===== config.mk =====
export PLATFORM = sky130hd
export DESIGN_NAME = io_input_buffer_flat
export DESIGN_NICKNAME = d
export VERILOG_FILES = /design/src/rtl/io_input_buffer_if.sv /design/src/rtl/io_input_buffer.sv /design/src/flat_wrapper.sv
export SDC_FILE = /design/constraint.sdc
export NUM_CORES = 1
export LEC_CHECK = 0
export ABC_AREA = 1
export BUFFER_PORTS_ARGS = -buffer_cell sky130_fd_sc_hd__clkbuf_2
export CORE_ASPECT_RATIO = 0.6
export CORE_UTILIZATION = 56
export DETAILED_ROUTE_END_ITERATION = 7
export PLACE_DENSITY = 0.89
export SYNTH_ARGS = -nofsm -noshare
export SYNTH_HDL_FRONTEND = slang
export SYNTH_SLANG_ARGS = --single-unit
export TNS_END_PERCENT = 10

===== constraint.sdc =====
create_clock -name CLK -period 2.35 [get_ports CLK]
set_input_delay 0.235 -clock CLK [delete_from_list [all_inputs] [get_ports CLK]]
set_output_delay 0.235 -clock CLK [all_outputs]
set_load 0.02 [all_outputs]

===== src/rtl/io_input_buffer_if.sv =====
// io_input_buffer_if
//   Bundles the producer-side valid/ready handshake and the CPU-side pop and
//   status signals of the accumulator CPU input buffer.
//   master : drives in_data/in_valid/rd_en/clr_err and observes the outputs
//            (producer + CPU side, e.g. the testbench)
//   slave  : the buffer itself
//   Signals: in_data, in_valid, in_ready, rd_en, clr_err, mem_in, empty, full,
//            count, underflow
interface io_input_buffer_if #(
    parameter int DATA_W = 16,
    parameter int ADDR_W = 2
);
    logic [DATA_W-1:0] in_data;
    logic              in_valid;
    logic              in_ready;
    logic              rd_en;
    logic              clr_err;
    logic [DATA_W-1:0] mem_in;
    logic              empty;
    logic              full;
    logic [ADDR_W:0]   count;
    logic              underflow;

    modport master (
        output in_data, in_valid, rd_en, clr_err,
        input  in_ready, mem_in, empty, full, count, underflow
    );

    modport slave (
        input  in_data, in_valid, rd_en, clr_err,
        output in_ready, mem_in, empty, full, count, underflow
    );
endinterface


===== src/rtl/io_input_buffer.sv =====
// io_input_buffer
//   Upstream stage of the accumulator CPU input port. Words from an external
//   producer (valid/ready) are queued in a DEPTH-entry FIFO; the head word is
//   presented combinationally on mem_in (EMPTY_VALUE while empty). The CPU pops
//   with rd_en. A sticky underflow flag records rd_en seen while empty and is
//   cleared by clr_err (a new set in the same cycle wins).
//   Ports: CLK (rising edge), reset (sync, active-high), bus (slave modport of
//   io_input_buffer_if: in_data/in_valid/in_ready, rd_en, clr_err, mem_in,
//   empty, full, count, underflow).
//   Optional feature: define IO_BYPASS_EN to forward in_data to mem_in while
//   empty; a simultaneous rd_en then consumes the word without storing it.
module io_input_buffer #(
    parameter int              DATA_W      = 16,
    parameter int              DEPTH       = 4,
    parameter int              ADDR_W      = 2,
    parameter logic [DATA_W-1:0] EMPTY_VALUE = '0
) (
    input logic                CLK,
    input logic                reset,
    io_input_buffer_if.slave   bus
);

    logic [DATA_W-1:0] mem [DEPTH];
    logic [ADDR_W-1:0] wr_ptr;
    logic [ADDR_W-1:0] rd_ptr;
    logic [ADDR_W:0]   count;
    logic              underflow;

    logic empty;
    logic full;
    logic push;
    logic pop;
    logic uf_set;
    logic bypass_take;

    assign empty = (count == '0);
    assign full  = (count == (ADDR_W+1)'(DEPTH));

    // A full buffer refuses the push even if a pop happens the same cycle.
    assign bus.in_ready = !full && !reset;

`ifdef IO_BYPASS_EN
    // Word handed straight to the CPU: never stored, never an underflow.
    assign bypass_take = empty && bus.in_valid && bus.rd_en;
    assign bus.mem_in  = !empty        ? mem[rd_ptr] :
                         bus.in_valid  ? bus.in_data : EMPTY_VALUE;
`else
    assign bypass_take = 1'b0;
    assign bus.mem_in  = empty ? EMPTY_VALUE : mem[rd_ptr];
`endif

    assign push   = bus.in_valid && bus.in_ready && !bypass_take;
    assign pop    = bus.rd_en && !empty;
    assign uf_set = bus.rd_en && empty && !bypass_take;

    // Storage is intentionally not reset.
    always_ff @(posedge CLK) begin
        if (push)
            mem[wr_ptr] <= bus.in_data;
    end

    always_ff @(posedge CLK) begin
        if (reset) begin
            wr_ptr    <= '0;
            rd_ptr    <= '0;
            count     <= '0;
            underflow <= 1'b0;
        end else begin
            // DEPTH is 2**ADDR_W, so the natural pointer overflow is the wrap.
            if (push) wr_ptr <= wr_ptr + 1'b1;
            if (pop)  rd_ptr <= rd_ptr + 1'b1;
            case ({push, pop})
                2'b10:   count <= count + 1'b1;
                2'b01:   count <= count - 1'b1;
                default: count <= count;
            endcase
            if (uf_set)
                underflow <= 1'b1;
            else if (bus.clr_err)
                underflow <= 1'b0;
        end
    end

    assign bus.empty     = empty;
    assign bus.full      = full;
    assign bus.count     = count;
    assign bus.underflow = underflow;

endmodule


===== src/flat_wrapper.sv =====
// flat-port wrapper written by rule: the top's interface ports become plain ports
module io_input_buffer_flat 
#(
    parameter int              DATA_W      = 16,
    parameter int              DEPTH       = 4,
    parameter int              ADDR_W      = 2,
    parameter logic [DATA_W-1:0] EMPTY_VALUE = '0
)
  (CLK, reset, bus_in_data, bus_in_valid, bus_rd_en, bus_clr_err, bus_in_ready, bus_mem_in, bus_empty, bus_full, bus_count, bus_underflow);
  io_input_buffer_if #(.DATA_W(DATA_W), .ADDR_W(ADDR_W)) bus_i ();
  input logic CLK;
  input logic reset;
  input wire logic [$bits(bus_i.in_data)-1:0] bus_in_data;
  input wire logic [$bits(bus_i.in_valid)-1:0] bus_in_valid;
  input wire logic [$bits(bus_i.rd_en)-1:0] bus_rd_en;
  input wire logic [$bits(bus_i.clr_err)-1:0] bus_clr_err;
  output wire logic [$bits(bus_i.in_ready)-1:0] bus_in_ready;
  output wire logic [$bits(bus_i.mem_in)-1:0] bus_mem_in;
  output wire logic [$bits(bus_i.empty)-1:0] bus_empty;
  output wire logic [$bits(bus_i.full)-1:0] bus_full;
  output wire logic [$bits(bus_i.count)-1:0] bus_count;
  output wire logic [$bits(bus_i.underflow)-1:0] bus_underflow;
  assign bus_i.in_data = bus_in_data;
  assign bus_i.in_valid = bus_in_valid;
  assign bus_i.rd_en = bus_rd_en;
  assign bus_i.clr_err = bus_clr_err;
  assign bus_in_ready = bus_i.in_ready;
  assign bus_mem_in = bus_i.mem_in;
  assign bus_empty = bus_i.empty;
  assign bus_full = bus_i.full;
  assign bus_count = bus_i.count;
  assign bus_underflow = bus_i.underflow;
  io_input_buffer #(.DATA_W(DATA_W), .DEPTH(DEPTH), .ADDR_W(ADDR_W), .EMPTY_VALUE(EMPTY_VALUE)) u_core (.CLK(CLK), .reset(reset), .bus(bus_i));
endmodule

# After elaboration in Yosys (flattened, before gate mapping)

Memories as Yosys holds them, arrays and structs flattened. A register that Yosys moved wholly into a read port is not among the register bits.
Cells that the tools add are included.

Input port bits: 21
Register bits: 8
ROM bits: 0
Latch bits: 0
Memory bits (writable): 64
Memories kept: 1

Memory list:

| memory     | words | bits a word | read ports | clocked after Yosys merged registers in | write ports | line                  | RTL |
|---|---|---|---|---|---|---|---|
| u_core.mem | 4     | 16          | 1          | 1                                       | 1           | io_input_buffer.sv:23 | `logic [DATA_W-1:0] mem [DEPTH];` |

Muxes and demuxes: 8
Divide/modulo/power cells: 0
Reductions and logical operators: 10
Multipliers: 0
Bitwise gates (word level): 0
Eq/ne operators: 3
Add/subtract/negate cells: 4
$lt $le $gt $ge: 0
Shift-type cells: 0

Operators with widths:

| cell                  | number |
|---|---|
| $mux W16              | 1 |
| $pmux W3 S2           | 1 |
| $add A2 B1 Y2 const B | 2 |
| $logic_and A1 B1 Y1   | 4 |
| $mux W1               | 4 |
| $mux W2               | 2 |
| $reduce_bool A2 Y1    | 2 |
| $add A3 B1 Y3 const B | 1 |
| $eq A3 B3 Y1 const B  | 1 |
| $logic_not A1 Y1      | 3 |
| $logic_not A3 Y1      | 1 |
| $sub A3 B1 Y3 const B | 1 |
| $eq A2 B1 Y1 const B  | 1 |
| $eq A2 B2 Y1 const B  | 1 |

# Depth between registers and ports, before layout

Word-level depth: 6
Depth in mapped cells: 13
Gate-level depth less buffers: 13

# Worst setup path after synthesis

OpenSTA, ideal clock, no wires.

Path kind: register to register
Start: register u_core.count[0] (netlist: u_core.bus.count[0])
End: memory u_core.mem[0][0] (enable)
Setup time: 389 ps
Required time: 1961 ps
Period minus slack after synthesis: 1860 ps
Path slack: 490 ps
Stages on the path, launching flop included: 5
Data arrival time: 1472 ps
Cell sequence: dfxtp_1 nor2_4 nand2_2 nand3_4 nor2_1

Longest elaborated chain between the ends: 6

Ends and longest elaborated chain:

| element                       | line                  | RTL |
|---|---|---|
| start: declaration            | io_input_buffer.sv:26 | `logic [ADDR_W:0] count;` |
| start signal: assignment      | io_input_buffer.sv:73 | `2'b10: count <= count + 1'b1;` |
| start signal: assignment      | io_input_buffer.sv:74 | `2'b01: count <= count - 1'b1;` |
| start signal: assignment      | io_input_buffer.sv:75 | `default: count <= count;` |
| $eq A3 B3 Y1                  | io_input_buffer.sv:37 | `assign full = (count == (ADDR_W+1)'(DEPTH));` |
| $logic_not A1 Y1              | io_input_buffer.sv:40 | `assign bus.in_ready = !full && !reset;` |
| $logic_and A1 B1 Y1           | io_input_buffer.sv:40 |  |
| $logic_and A1 B1 Y1           | io_input_buffer.sv:52 | `assign push = bus.in_valid && bus.in_ready && !bypass_take;` |
| $mux W1                       | io_input_buffer.sv:58 | `if (push)` |
| $mux W1 (not written as such) | io_input_buffer.sv:59 | `mem[wr_ptr] <= bus.in_data;` |
| end: declaration              | io_input_buffer.sv:23 |  |

No other way between the ends.

==> results.yml <==
route:
  via_per_inst: 5.230
  drt_wl_total_um: 5854
  num_vias: 2024
  drtIter0Drc: 172
  routedWlPerCell_um: 15.13
  ant_nets: 0
  first_pass_iters: 6
  drc: 8
yosys:
  synth-xor-area-share_pct: 0
  synth_cell_types: 21
  yosysSeqAreaShare_pct: 68.94
  synth_top_area_cell: "edfxtp_1"
  yosysMostFrequentCell: "nor2_1"
  postSynth.asyncResetShare_pct: 0
  synth-adder-area-share_pct: 2.683
  avgSynthCellArea_um2: 11.57
  synth_common_cells: "71 x nor2_1, 64 x edfxtp_1, 30 x o21ai_1, 22 x a21oi_1, 19 x inv_1"
  synth_top_family_by_area: "simple AND/OR/NAND/NOR gates"
  yosysTopAreaCellShare_pct: 62.44
  synth-compound-area-share_pct: 9.106
  ys_seq_elements: 74
  syn_nets: 293
  synth_warnings: 0
  synth_area_um2: 3078
  synth_flop_cell: "edfxtp_1"
  synthCells: 266
  synthSimpleGateAreaFrac_pct: 13.21
  synthMuxAreaShare_pct: 0
  synth_area_leaders: "edfxtp_1 62%, nor2_1 8.7%, dfxtp_1 6.5%"
  synth_edf_count: 64
placement:
  routabilityCongestion: 0.8107
  dp_cells: 371
  io_buffer_count: 43
  hpwl_um: 3859
cts:
  post_cts_buffers: 0
  clock_latency_ns: 0.33
  numCtsBuffers: 9
  path_clk_slew_ns: 0.07
  cts_tree: "done"
  cts_resized: 0
  cts_hold_buffers: 0
  ctsHtreeMaxLevel: 3
  clkSinkCount: 74
  cts_root_buf: "clkbuf_8"
  clk_path_buf_depth: 2
layout:
  num-nets-final: 343
  fin_util_pct: 67.78
  fin_cells: 387
  syn2layout_area_growth_pct: 14.07
  diodes: 0
  layout-drive-gt1-share_pct: 22.43
  n_fill_cell: 382
sta:
  worst_pin_slew_ns: 0.5256
  fin_tns_setup_ns: 0
  period_needed_ns: 2.087
  slew_violations: 0
  rsz0062_at_grt: "no"
  max_freq_mhz: 479.2
  whs_ns: 0.1229
  finalSetupViolations: 0
  fin_crit_sh_pct: 88.79
  hold_viol: 0
  max-slew-margin-rel_pct: 64.91
  skew_ns: 0.007642
floorplanning:
  die_w_um: 97.71
  ios: 44
  core_um2: 5180
  die_h_um: 59.43
  row_count: 20
  start_util_pct: 59.42
  die-area_um2: 5806
critical_path:
  worstPathArrival_ns: 1.85
  critical_path_class: "reg -> out"
  end_kind: "output port"
  r2r-start: "u_core.bus.count[2]"
  rr_endpoint: "u_core.bus.count[2]"
  slowest_stage: "inv_2"
  cp-start-kind: "register"
  crit_required_ns: 2.12
  rrSetupSlack_ns: 0.54
  reg2reg_depth: 12
  slowest_delay_ns: 0.41
  cp_max_fo: 32
  cp_cell_sequence: "buf_4 -> inv_2 -> o21ai_0 -> a21oi_1 -> clkbuf_2"
global_routing:
  grt_antenna_before_repair: 0
  grt_pass1_vias: 1907
  grt_max_degree: 33
  grt_usage_pct: 22.04
  grt_pass1_wl_um: 9163
  grt_overflow: 0
status:
  violations: "design-rule violations"
  status: "complete, but fails checks"
power:
  power_density_nw_per_um2: 1076
  ir_worst_vdd_mv: 0.4546
  leakagePower_nw: 1.379
flow_run:
  drv_cap: 0
min_path:
  worst_hold_path_type: "in -> reg"
  holdPathEnd: "u_core.mem[1][15]"
  timing.hold.worst_path_depth: 1
  hold_start: "bus_in_data[15]"
-- report_power, final --
group	internal, mW	leakage, nW	switching [mW]
logic	0.384	0.622	0.905
registers	1.52	0.663	0.0564
clock network	0.477	0.0939	0.432
-- placed cells by master (no fill, tap or decap), types with 5 or more instances in the layout --
master | Yosys | routed
nor2_1 | 71 | 71
edfxtp_1 | 64 | 64
clkbuf_2 | 0 | 43
o21ai_1 | 30 | 30
a21oi_1 | 22 | 22
inv_1 | 19 | 19
nand2_1 | 15 | 15
dfxtp_1 | 10 | 10
clkbuf_8 | 0 | 9
buf_4 | 6 | 7
nand3_1 | 5 | 5
ha_1 | 5 | 5
-- per-stage QoR --
step / cell area [µm²] / total power [mW] / setup slack, ns
floorplan: 3078 / 2.558 / 0.4896
global placement: 3327 / 2.841 / 0.6553
detailed placement: 3327 / 2.899 / 0.5660
CTS: 3511 / 3.803 / 0.2488
global route: 3511 / 3.984 / 0.1249
finish: 3511 / 3.777 / 0.2633
-- worst max path at each step --
stage | endpoint | slack (ns) | cells past startpoint
2_1_floorplan | u_core.mem[0][0] | 0.49 | 4
3_3_place_gp | u_core.bus.count[2] | 0.66 | 13
3_5_place_dp | u_core.bus.count[2] | 0.57 | 12
4_1_cts | bus_mem_in[4] | 0.25 | 5
5_1_grt | bus_mem_in[4] | 0.12 | 5
6_report | bus_mem_in[4] | 0.26 | 5
-- critical path: cells and delay by family, from the launching register on --
family / cells / cell delay, ns
compound gates: 2 / 0.41
buf+inv: 3 / 0.80
flops: 1 / 0.31
-- registers in the layout, indices dropped and copies added, names as in the netlist, named ones only --
name / count
u_core.mem: 64
u_core.rd_ptr: 2
u_core.bus.underflow: 1
u_core.bus.count: 3
u_core.wr_ptr: 2
-- area by class of cell --
| class | count | area, µm² | area share [%] |
|---|---|---|---|
| clock buffers | 9 | 123.9 | 3.528 |
| clock inverters | 7 | 60.06 | 1.711 |
| inverters | 22 | 85.08 | 2.423 |
| multi-input cells | 159 | 769.5 | 21.92 |
| flip-flops and latches | 74 | 2122 | 60.44 |
| well taps | 66 | 82.58 | 2.352 |
| repair buffers | 50 | 267.8 | 7.627 |
-- kinds of logic (layout without fill, tap and decap cells) --
logic type,Yosys count,in the layout
AOI/OAI and AO/OA,56,56
DFF,74,74
and+or+nand+nor,97,97
adders and majority gates,6,6
buffers and inverters,33,88
-- per-layer routing --
metal,part of all wire (%),global-route usage [%]
met1,44,28.52
met4,1.4,11.69
met3,7.1,6.014
met5,0,0
met2,47,34.95
Power figures use the tool's default switching activity.
